**src/rtl/uart_rx.sv**
```systemverilog
// uart_rx: 8N1 UART receiver, LSB first, idle-high line.
// Samples the synchronised line at mid-bit from a cycle counter. Each byte is
// presented with a single-cycle data_valid strobe. A low stop bit gives a
// single-cycle frame_error strobe instead.
//
// Ports:
//   clk         system clock, rising edge
//   rst_n       synchronous reset, active-low
//   input_rx    asynchronous serial line (idle high)
//   data_byte   last correctly framed byte; holds until the next good frame
//   data_valid  one-cycle pulse: data_byte updated this cycle
//   frame_error one-cycle pulse: stop bit sampled low
//   busy        high whenever the receiver is not idle
module uart_rx #(
  parameter int unsigned clk_freq = 10000000,
  parameter int unsigned baudrate = 115200
) (
  input  logic       clk,
  input  logic       rst_n,
  input  logic       input_rx,
  output logic [7:0] data_byte,
  output logic       data_valid,
  output logic       frame_error,
  output logic       busy
);

  localparam int unsigned CPB  = clk_freq / baudrate;
  localparam int unsigned HALF = CPB / 2;
  localparam logic [24:0] CPB_M1  = 25'(CPB - 1);
  localparam logic [24:0] HALF_M1 = 25'(HALF - 1);

  typedef enum logic [2:0] {
    S_IDLE,
    S_START,
    S_DATA,
    S_STOP,
    S_WAIT_HIGH
  } state_t;

  state_t      state_q, state_d;
  logic        rx_meta_q, rx_s_q;
  logic [24:0] clk_count_q, clk_count_d;
  logic [2:0]  bit_index_q, bit_index_d;
  logic [7:0]  shift_q, shift_d;
  logic [7:0]  data_byte_q, data_byte_d;
  logic        data_valid_q, data_valid_d;
  logic        frame_error_q, frame_error_d;

  always_ff @(posedge clk) begin
    if (!rst_n) begin
      rx_meta_q     <= 1'b1;
      rx_s_q        <= 1'b1;
      state_q       <= S_IDLE;
      clk_count_q   <= '0;
      bit_index_q   <= '0;
      shift_q       <= '0;
      data_byte_q   <= '0;
      data_valid_q  <= 1'b0;
      frame_error_q <= 1'b0;
    end else begin
      rx_meta_q     <= input_rx;
      rx_s_q        <= rx_meta_q;
      state_q       <= state_d;
      clk_count_q   <= clk_count_d;
      bit_index_q   <= bit_index_d;
      shift_q       <= shift_d;
      data_byte_q   <= data_byte_d;
      data_valid_q  <= data_valid_d;
      frame_error_q <= frame_error_d;
    end
  end

  always_comb begin
    state_d       = state_q;
    clk_count_d   = clk_count_q + 25'd1;
    bit_index_d   = bit_index_q;
    shift_d       = shift_q;
    data_byte_d   = data_byte_q;
    data_valid_d  = 1'b0;
    frame_error_d = 1'b0;
    unique case (state_q)
      S_IDLE: begin
        clk_count_d = '0;
        if (!rx_s_q) state_d = S_START;
      end
      S_START: begin
        if (clk_count_q == HALF_M1) begin
          clk_count_d = '0;
          if (!rx_s_q) begin
            state_d     = S_DATA;
            bit_index_d = '0;
          end else begin
            state_d = S_IDLE;
          end
        end
      end
      S_DATA: begin
        // Counter restarts after every bit sample so each bit period is
        // measured from the previous sample point.
        if (clk_count_q == CPB_M1) begin
          clk_count_d = '0;
          shift_d     = {rx_s_q, shift_q[7:1]};
          bit_index_d = bit_index_q + 3'd1;
          if (bit_index_q == 3'd7) state_d = S_STOP;
        end
      end
      S_STOP: begin
        if (clk_count_q == CPB_M1) begin
          clk_count_d = '0;
          if (rx_s_q) begin
            data_byte_d  = shift_q;
            data_valid_d = 1'b1;
            state_d      = S_IDLE;
          end else begin
            frame_error_d = 1'b1;
            state_d       = S_WAIT_HIGH;
          end
        end
      end
      S_WAIT_HIGH: begin
        // A held-low (break) line must go high before a new frame can start.
        clk_count_d = '0;
        if (rx_s_q) state_d = S_IDLE;
      end
      default: begin
        clk_count_d = '0;
        state_d     = S_IDLE;
      end
    endcase
  end

  assign data_byte   = data_byte_q;
  assign data_valid  = data_valid_q;
  assign frame_error = frame_error_q;
  assign busy        = (state_q != S_IDLE);

endmodule

```
**config.mk**
```make
export PLATFORM = sky130hd
export DESIGN_NAME = uart_rx
export DESIGN_NICKNAME = d
export VERILOG_FILES = /design/src/rtl/uart_rx.sv
export SDC_FILE = /design/constraint.sdc
export NUM_CORES = 1
export LEC_CHECK = 0
export CORE_MARGIN = 4
export CORE_UTILIZATION = 53
export CTS_CLUSTER_DIAMETER = 150
export DETAILED_ROUTE_END_ITERATION = 16
export GPL_TIMING_DRIVEN = 0
export PLACE_DENSITY_LB_ADDON = 0.1
export SKIP_CTS_REPAIR_TIMING = 1
export SYNTH_ARGS = -nofsm -noshare
export SYNTH_HDL_FRONTEND = slang
export SYNTH_SLANG_ARGS = --single-unit
```
**constraint.sdc**
```tcl
create_clock -name clk -period 1.8 [get_ports clk]
set_input_delay 0.18 -clock clk [delete_from_list [all_inputs] [get_ports clk]]
set_output_delay 0.18 -clock clk [all_outputs]
set_load 0.05 [all_outputs]
```
Yosys cells after proc, flatten, opt, wreduce, memory -nomap -nowiden --
Cells that the tools add are included.
Word-level totals: register bits after elaboration 51, bits of input ports 3, output and inout port bits 11, word-level logic and storage cells 52
Cells by class: add/sub/neg operators 2, eq/ne operators 14, mux-type cells 18, reductions and logical operators 9
Operator list (number):
- 2-to-1 mux 25 bit | 2
- one-hot mux 25 bit (2 select lines) | 1
- 2-to-1 mux 3 bit | 10
- adder 25 x 1 -> 25 bit (second input constant) | 1
- == test 25 x 6 -> 1 bit (second input constant) | 1
- == test 25 x 7 -> 1 bit (second input constant) | 1
- one-hot mux 3 bit (5 select lines) | 1
- != test 2 bit (second input constant) | 7
- == test 3 x 2 -> 1 bit (second input constant) | 2
- == test 3 bit (second input constant) | 2
- one-hot mux 3 bit (2 select lines) | 1
- AND reduction 3 bit | 2
- AND reduction 6 bit | 1
- AND reduction 4 bit | 1
- adder 3 x 1 -> 3 bit (second input constant) | 1
- == test 3 x 1 -> 1 bit (second input constant) | 1
- zero test 3 bit | 1
- nonzero test 3 bit | 1
- 2-to-1 mux 1 bit | 2
- 2-to-1 mux 2 bit | 1
- AND reduction 2 bit | 1
- nonzero test 2 bit | 1
- OR reduction 2 bit | 1

Depth between registers and ports, before layout --
Gate-level depths: netlist of run 1.
depth after elaboration 4, depth in mapped cells 9, mapped depth without buffers 7

Worst setup path after synthesis of run 1 --
No wires, ideal clock.
path type reg2reg, start reg clk_count_q[0], end reg data_byte_q[6] (netlist: data_byte[6]), library setup time 0.115 ns, data arrival time 1.769 ns, setup slack -0.083 ns, stages on the path, launching flop included 9, buffers on the path 2, cells stage by stage dfxtp_1 > ha_1 > and4bb_2 > nand4_2 > or4_4 > buf_6 > buf_12 > nand3_2 > o21ai_2
On the way: word-level cells in the longest chain between the ends 2
RTL lines:
- from (decl) | RTL line 42 | logic [24:0] clk_count_q, clk_count_d;
- from (signal assigned) | RTL line 64 | clk_count_q <= clk_count_d;
- == test 25 x 7 -> 1 bit | RTL line 108 | if (clk_count_q == CPB_M1) begin
- AND reduction 3 bit (no source line)
- to (signal assigned) | RTL line 67 | data_byte_q <= data_byte_d;
- to (decl) | RTL line 45 | logic [7:0] data_byte_q, data_byte_d;
Every way passes these cells. A chain may end at the register's enable or synchronous reset.

Final worst setup path of run 1 --
start reg clk_count_q[18], end reg bit_index_q[0]
On the way: word-level cells in the longest chain between the ends 3, elaborated cells on any way between the ends 5, classes of those cells eq/ne: 4; reduce/logical: 1
RTL lines:
- == test 25 x 7 -> 1 bit or == test 25 x 6 -> 1 bit (tied branches) | RTL line 100, 87
- != test 2 bit (no source line)
- AND reduction 4 bit (no source line) *
- to (signal assigned) | RTL line 65 | bit_index_q <= bit_index_d;
- to (decl) | RTL line 43 | logic [2:0] bit_index_q, bit_index_d;
Every way passes the cells marked *; elsewhere a longest branch is shown, timed or not.

==> results.md, run 1 <==
- Storage cell area: 1040 sq um
- # fillers: 367
- Failing checks: negative setup slack
- Final #Nets: 306
- DRC: 0
- Antenna violations before repair: 0
- Synth-to-Final Area Change: 20.5%
- Die Area: 5680 sq um
- Port Buffers: 13
- Ports: 14
- Pwr/cell area: 736 nW/um^2
- Post-Syn Area: 2400 sq um
- Chip Width: 75.4 microns
- Most common cell after layout, fill and taps aside: dfxtp_1
- Max VDD drop: 532 uV
- Lkg Pwr: 1.04 nW
- Sink Count: 51
- Post-synthesis sequential area ratio: 42.5%
- Vias per cell: 5.42
- Via count: 1,902
- Endpoints failing setup: 43
- Final number of hold-violating endpoints: 0
- Hold Path Class: register to register
- WP data arrival: 2130 ps
- Commonest cells after routing, fill and taps aside: dfxtp_1 (42), nor2_1 (34), nand2_1 (30)
- Post-synth EDFFs: 0
- Minimum clock period after layout: 1920 ps
- Num CTS Buffers: 5
- Worst-Skew Late Latency: 310 ps
- Worst Path Required: 2010 ps
- Post-synth net total: 279
- Final Cycle Share: 107%
- Largest net degree at the start of global routing: 17
- Multi-input logic area: 1350 sq um
- Measured slew at the worst slew-check pin: 536 ps
- Element type at the critical path end: register
- Core area: 4380 sq um
- Chip height: 75.4 microns
- Avg Cell Area, Syn: 8.87 sq um
- Critical path class: register to register
- RSZ-0062 raised after global routing: yes
- Seq cells post-synth: 51
- Clk slew on worst S/H paths: 90 ps
- N_diodes: 0
- Fmax: 520 MHz
- Status: complete, but fails checks
- Worst setup margin: -123 ps
- # rows: 24
- Synth cell types: 47
- Total track usage: 17.5%
- Kind of start point of the critical path: register
- Drt total wl: 4.72 mm
- DP Worst Slack: -374 ps
- Initial drt markers: 92
- Vias in the first global route: 1,629
- DP HPWL: 3.25 mm
- Max-slew violations: 0
- Pre-antenna DRT Iters: 4
- Relative slew margins: 64.3%
- Clock Skew: 7.23 ps
- Post-Syn Instances: 271
- Critical Path Fanout Max: 4
- Max-cap violations: 0
- Number of routed nets with antenna violations: 0
- Placer Congestion: 0.782
- DR WL/cell: 13.4 microns
- Design Area, Final: 2900 sq um
- YS warnings: 0
- Final Core Density: 66.1%
- Async S/R FF share, synth: 0%
- CTS tree: yes
- Initial cell density of the core: 54.9%
- CTS HTree Levels: 2
- Fin Setup TNS: -2980 ps
- First-pass GRT wire length: 7.54 mm
- Share of layout cells above drive strength 1: 20.4%
- Total grt overflow: 0
- CTS max path bufs: 2
- Synth Flop Type: dfxtp_1
- DP Area: 2630 sq um
- Root Buffer: clkbuf_8
-- cell families (layout without fill, tap and decap cells) --
kind of cell,Yosys count,after routing,synth area share [%]
compound gates,28,28,9.42
xor+xnor,23,23,8.38
fa+ha+maj,5,5,2.60
buf+inv,20,48,4.58
flops,51,51,42.5
mux,2,2,0.884
simple gates,142,142,31.7
-- layout make-up --
type / count / share of cell area, %
Sequential cell: 51 / 35.8
Buffer: 13 / 3.50
Tap cell: 52 / 2.25
Multi-Input combinational cell: 200 / 46.6
Inverter: 6 / 0.777
Clock buffer: 5 / 2.37
Timing Repair Buffer: 21 / 6.39
Clock inverter: 3 / 2.33
-- path summary, 6_finish.rpt --
path | startpoint | endpoint | slack (ps) | cells past startpoint
hold reg to reg | rx_meta_q | rx_s_q | 420 | 1
setup reg to reg | clk_count_q[18] | bit_index_q[0] | -120 | 5
setup / recovery | clk_count_q[18] | bit_index_q[0] | -120 | 5
hold / removal | rx_meta_q | rx_s_q | 420 | 1
-- sequential cells by signal, indices dropped and copies added (netlist names) --
signal       cells
clk_count_q     25
data_byte        8
shift_q          8
bit_index_q      3
state_q          3
data_valid       1
frame_error      1
rx_meta_q        1
rx_s_q           1
-- per-layer routing --
metal,vias up,global-route usage (%),wire (microns)
met5,-,0,0
met4,0,6.41,79
met3,6,3.96,169
met2,31,25.6,2140
met1,877,25.2,2340
li1,988,-,-
-- critical path, stage by stage, from the launching register on --
cell     delay, ps
dfxtp_4        370
nor4_4         370
nand4_1        190
or4b_4         530
and3_1         180
o21a_1         180
-- Yosys cell counts, drive strengths merged, types with 7 or more instances --
cell type,instances,area (sq um)
nor2,35,131
buf,8,65.1
nand2,30,113
nand3,28,150
a21boi,9,67.6
xnor2,12,105
dfxtp,51,1020
o21ai,12,90.1
nand4,7,50.1
xor2,11,96.3
-- power by group --
group	total [mW]	internal, mW	switching (mW)
combinational	0.0640	0.0231	0.0410
clock	0.938	0.554	0.384
sequential	1.13	1.13	0.00331
total	2.13	1.71	0.428
-- stage by stage --
step	total power [mW]	instances	hold WS, ps
floorplan	1.20	271	281
global route	2.21	351	440
detailed placement	1.22	336	409
global placement	1.22	336	404
CTS	2.16	344	420
finish	2.13	351	420
(Power assumes the default switching activity.)
==> run 2: changes to the inputs <==
--- a/config.mk
+++ b/config.mk
@@ -5,6 +5,7 @@
 export SDC_FILE = /design/constraint.sdc
 export NUM_CORES = 1
 export LEC_CHECK = 0
+export ABC_CLOCK_PERIOD_IN_PS = 1800
 export CORE_MARGIN = 4
 export CORE_UTILIZATION = 53
 export CTS_CLUSTER_DIAMETER = 150
==> results of run 2 <==
No change in the layout: final DEF, timing and power equal those of run 1.
==> run 3: changes to the inputs <==
--- a/config.mk
+++ b/config.mk
@@ -5,12 +5,12 @@
 export SDC_FILE = /design/constraint.sdc
 export NUM_CORES = 1
 export LEC_CHECK = 0
+export ABC_AREA = 1
 export ABC_CLOCK_PERIOD_IN_PS = 1800
 export CORE_MARGIN = 4
 export CORE_UTILIZATION = 53
 export CTS_CLUSTER_DIAMETER = 150
 export DETAILED_ROUTE_END_ITERATION = 16
-export GPL_TIMING_DRIVEN = 0
 export PLACE_DENSITY_LB_ADDON = 0.1
 export SKIP_CTS_REPAIR_TIMING = 1
 export SYNTH_ARGS = -nofsm -noshare
==> results.md, run 3 <==
- Fin Setup TNS: 0 ps
- Final #Nets: 345
- Max-cap violations: 0
- Synth Area in Simple Gates: 34.8%
- Post-Syn Instances: 313
- Initial cell density of the core: 54.9%
- Minimum clock period after layout: 1660 ps
- Pre-antenna DRT Iters: 4
- Final number of hold-violating endpoints: 0
- Ports: 14
- YS warnings: 0
- Pwr/cell area: 749 nW/um^2
- Most instantiated cells after synthesis: nor2_1 (81), dfxtp_1 (51), nand2_1 (36), inv_1 (26), o21ai_0 (20)
- Total grt overflow: 0
- Kind of start point of the critical path: register
- Core area: 4350 sq um
- Internal: 1.50 mW
- Fmax: 601 MHz
- CTS tree: yes
- Largest family of logic cells by synthesized area: simple AND/OR/NAND/NOR gates
- Async S/R FF share, synth: 0%
- Antenna violations before repair: 0
- Worst Path Required: 2010 ps
- Worst reg-to-reg setup slack: 140 ps
- Initial drt markers: 88
- Design Area, Final: 2760 sq um
- Seq cells post-synth: 51
- Max-slew violations: 0
- Synth Area in Adders: 2.62%
- Final Core Density: 63.4%
- Critical Path Fanout Max: 12
- Clock Skew: 7.83 ps
- Endpoints failing setup: 0
- Hold Path Class: register to register
- Worst Hold Endpoint: rx_s_q
- Most common cell after layout, fill and taps aside: nor2_1
- Hold Path Stages: 1
- Area leader, netlist: dfxtp_1
- CTS max path bufs: 2
- WP data arrival: 1870 ps
- Share of layout cells above drive strength 1: 18.9%
- Relative slew margins: 66.8%
- Logic gate share of total power: 11.6%
- Synth cell types: 30
- Element type at the critical path end: register
- Vias per cell: 4.95
- # rows: 24
- Root Buffer: clkbuf_8
- Cells on worst reg2reg path: 10
- Chip height: 75.2 microns
- Clk slew on worst S/H paths: 100 ps
- Lkg Pwr: 1.13 nW
- RSZ-0062 raised after global routing: no
- Top-count cell post-synth: nor2_1
- Post-Syn Area: 2390 sq um
- Die Area: 5650 sq um
- Port Buffers: 13
- Post-synth EDFFs: 0
- DRC: 0
- Multiplexer share of the synthesized area: 0%
- Xor and xnor area share after synthesis: 7.33%
- End of the worst register-to-register path: shift_q[4]
- Total track usage: 17.0%
- Synth Area in Compound Gates: 6.12%
- RR Startpoint: clk_count_q[1]
- Post-synthesis sequential area ratio: 42.7%
- Measured slew at the worst slew-check pin: 497 ps
- Clock share of power: 32.5%
- Largest reg by FF count: clk_count_q
- DP Worst Slack: 92.1 ps
- Num CTS Buffers: 5
- Switching power share of the total: 27.7%
- Max reg flops: 25
- Share of the synthesized area in the top cell type: 42.7%
- Flop pwr share: 56.0%
- CTS HTree Levels: 2
- Max VDD drop: 447 uV
- Status: complete, no violations
- Synth Flop Type: dfxtp_1
- Synth-to-Final Area Change: 15.5%
- Via count: 1,929
- Area contributors post-synth: dfxtp_1 (43%), nor2_1 (13%), xor2_1 (5.9%), nand2_1 (5.7%), o21ai_0 (4.2%)
- Sink Count: 51
- Placer Congestion: 0.814
- Psw: 0.572 mW
- Largest net degree at the start of global routing: 25
- DP Area: 2580 sq um
- Drt total wl: 4.34 mm
- Chip Width: 75.2 microns
- Number of routed nets with antenna violations: 0
- Critical path class: register to register
- Vias in the first global route: 1,768
- Commonest cells after routing, fill and taps aside: nor2_1 (77), dfxtp_1 (43), nand2_1 (36)
- Post-synth net total: 321
- First-pass GRT wire length: 7.53 mm
- Worst setup margin: 135 ps
- DR WL/cell: 11.1 microns
- Min-delay src: rx_meta_q
- Worst-Skew Late Latency: 310 ps
- DP HPWL: 3.07 mm
- Final Cycle Share: 92.5%
- Avg Cell Area, Syn: 7.64 sq um
- N_diodes: 0
==> run 3: cell types whose count changed after synthesis, moves of 6 or more <==
cell      change
nor2_1       +46
inv_1        +20
o21ai_0      +16
a21boi_0      -9
nand3_1       -8
nor2_2        +8
xnor2_1       -8
o21ai_2       -7
a21oi_1       +6
nand2_1       +6
nand2_2       +6
==> run 3: worst max-delay path by stage <==
| stage | startpoint | endpoint | slack [ps] | cells after the start |
|---|---|---|---|---|
| 2_1_floorplan | clk_count_q[0] | clk_count_q[22] | 300 | 8 |
| 3_3_place_gp | clk_count_q[0] | data_byte[4] | 150 | 8 |
| 3_5_place_dp | clk_count_q[0] | data_byte[2] | 90 | 8 |
| 4_1_cts | clk_count_q[0] | data_byte[5] | 90 | 8 |
| 5_1_grt | clk_count_q[19] | shift_q[5] | 4 | 9 |
| 6_report | clk_count_q[1] | shift_q[4] | 140 | 10 |
==> run 3: layout make-up <==
cell class | instances | area (sq um)
Timing Repair Buffer | 22 | 208
Multi-Input combinational cell | 226 | 1240
Clock buffer | 5 | 68.8
Tap cell | 52 | 65.1
Fill cell | 393 | 1590
Inverter | 31 | 116
Sequential cell | 51 | 1040
Clock inverter | 3 | 23.8
==> run 3: cells by family after synthesis <==
logic type               Yosys count
AND/OR/NAND/NOR                  173
flip-flops                        51
buffers and inverters             36
AO/OA/AOI/OAI                     28
XOR/XNOR                          20
adder cells (fa/ha/maj)            5
==> run 3: stage by stage <==
step                      hold WS, ps  power [mW]  instances
final                             426        2.07        390
after global routing              439        2.17        390
after CTS                         430        2.10        384
after detailed placement          410        1.42        376
after global placement            401        1.42        376
after floorplan                   287        1.37        313
==> run 3: power groups by stage <==
stage / Combinational [mW] / Clock [mW] / Sequential (mW)
2_1_floorplan: 0.186 / 0 / 1.18
4_1_cts: 0.237 / 0.702 / 1.16
6_report: 0.239 / 0.672 / 1.16
3_5_place_dp: 0.236 / 0 / 1.19
5_1_grt: 0.266 / 0.749 / 1.16
3_3_place_gp: 0.235 / 0 / 1.19
==> run 3: worst max-delay path: stages, from the launching register on <==
cell and delay (ps):
dfxtp_1 360, inv_1 60, ha_1 130, nand3_1 80, nor2_2 130, nand3_4 120
buf_4 160, nor2_4 220, inv_2 130, nor2_1 120, nor2_1 50
==> run 3: per-layer routing <==
layer | global-route usage [%] | share of wire (%) | wire, microns
met3 | 4.41 | 2.6 | 113
met1 | 20.9 | 49 | 2120
met4 | 4.66 | 1.3 | 55
met2 | 29.4 | 47 | 2040
met5 | 0 | 0 | 0
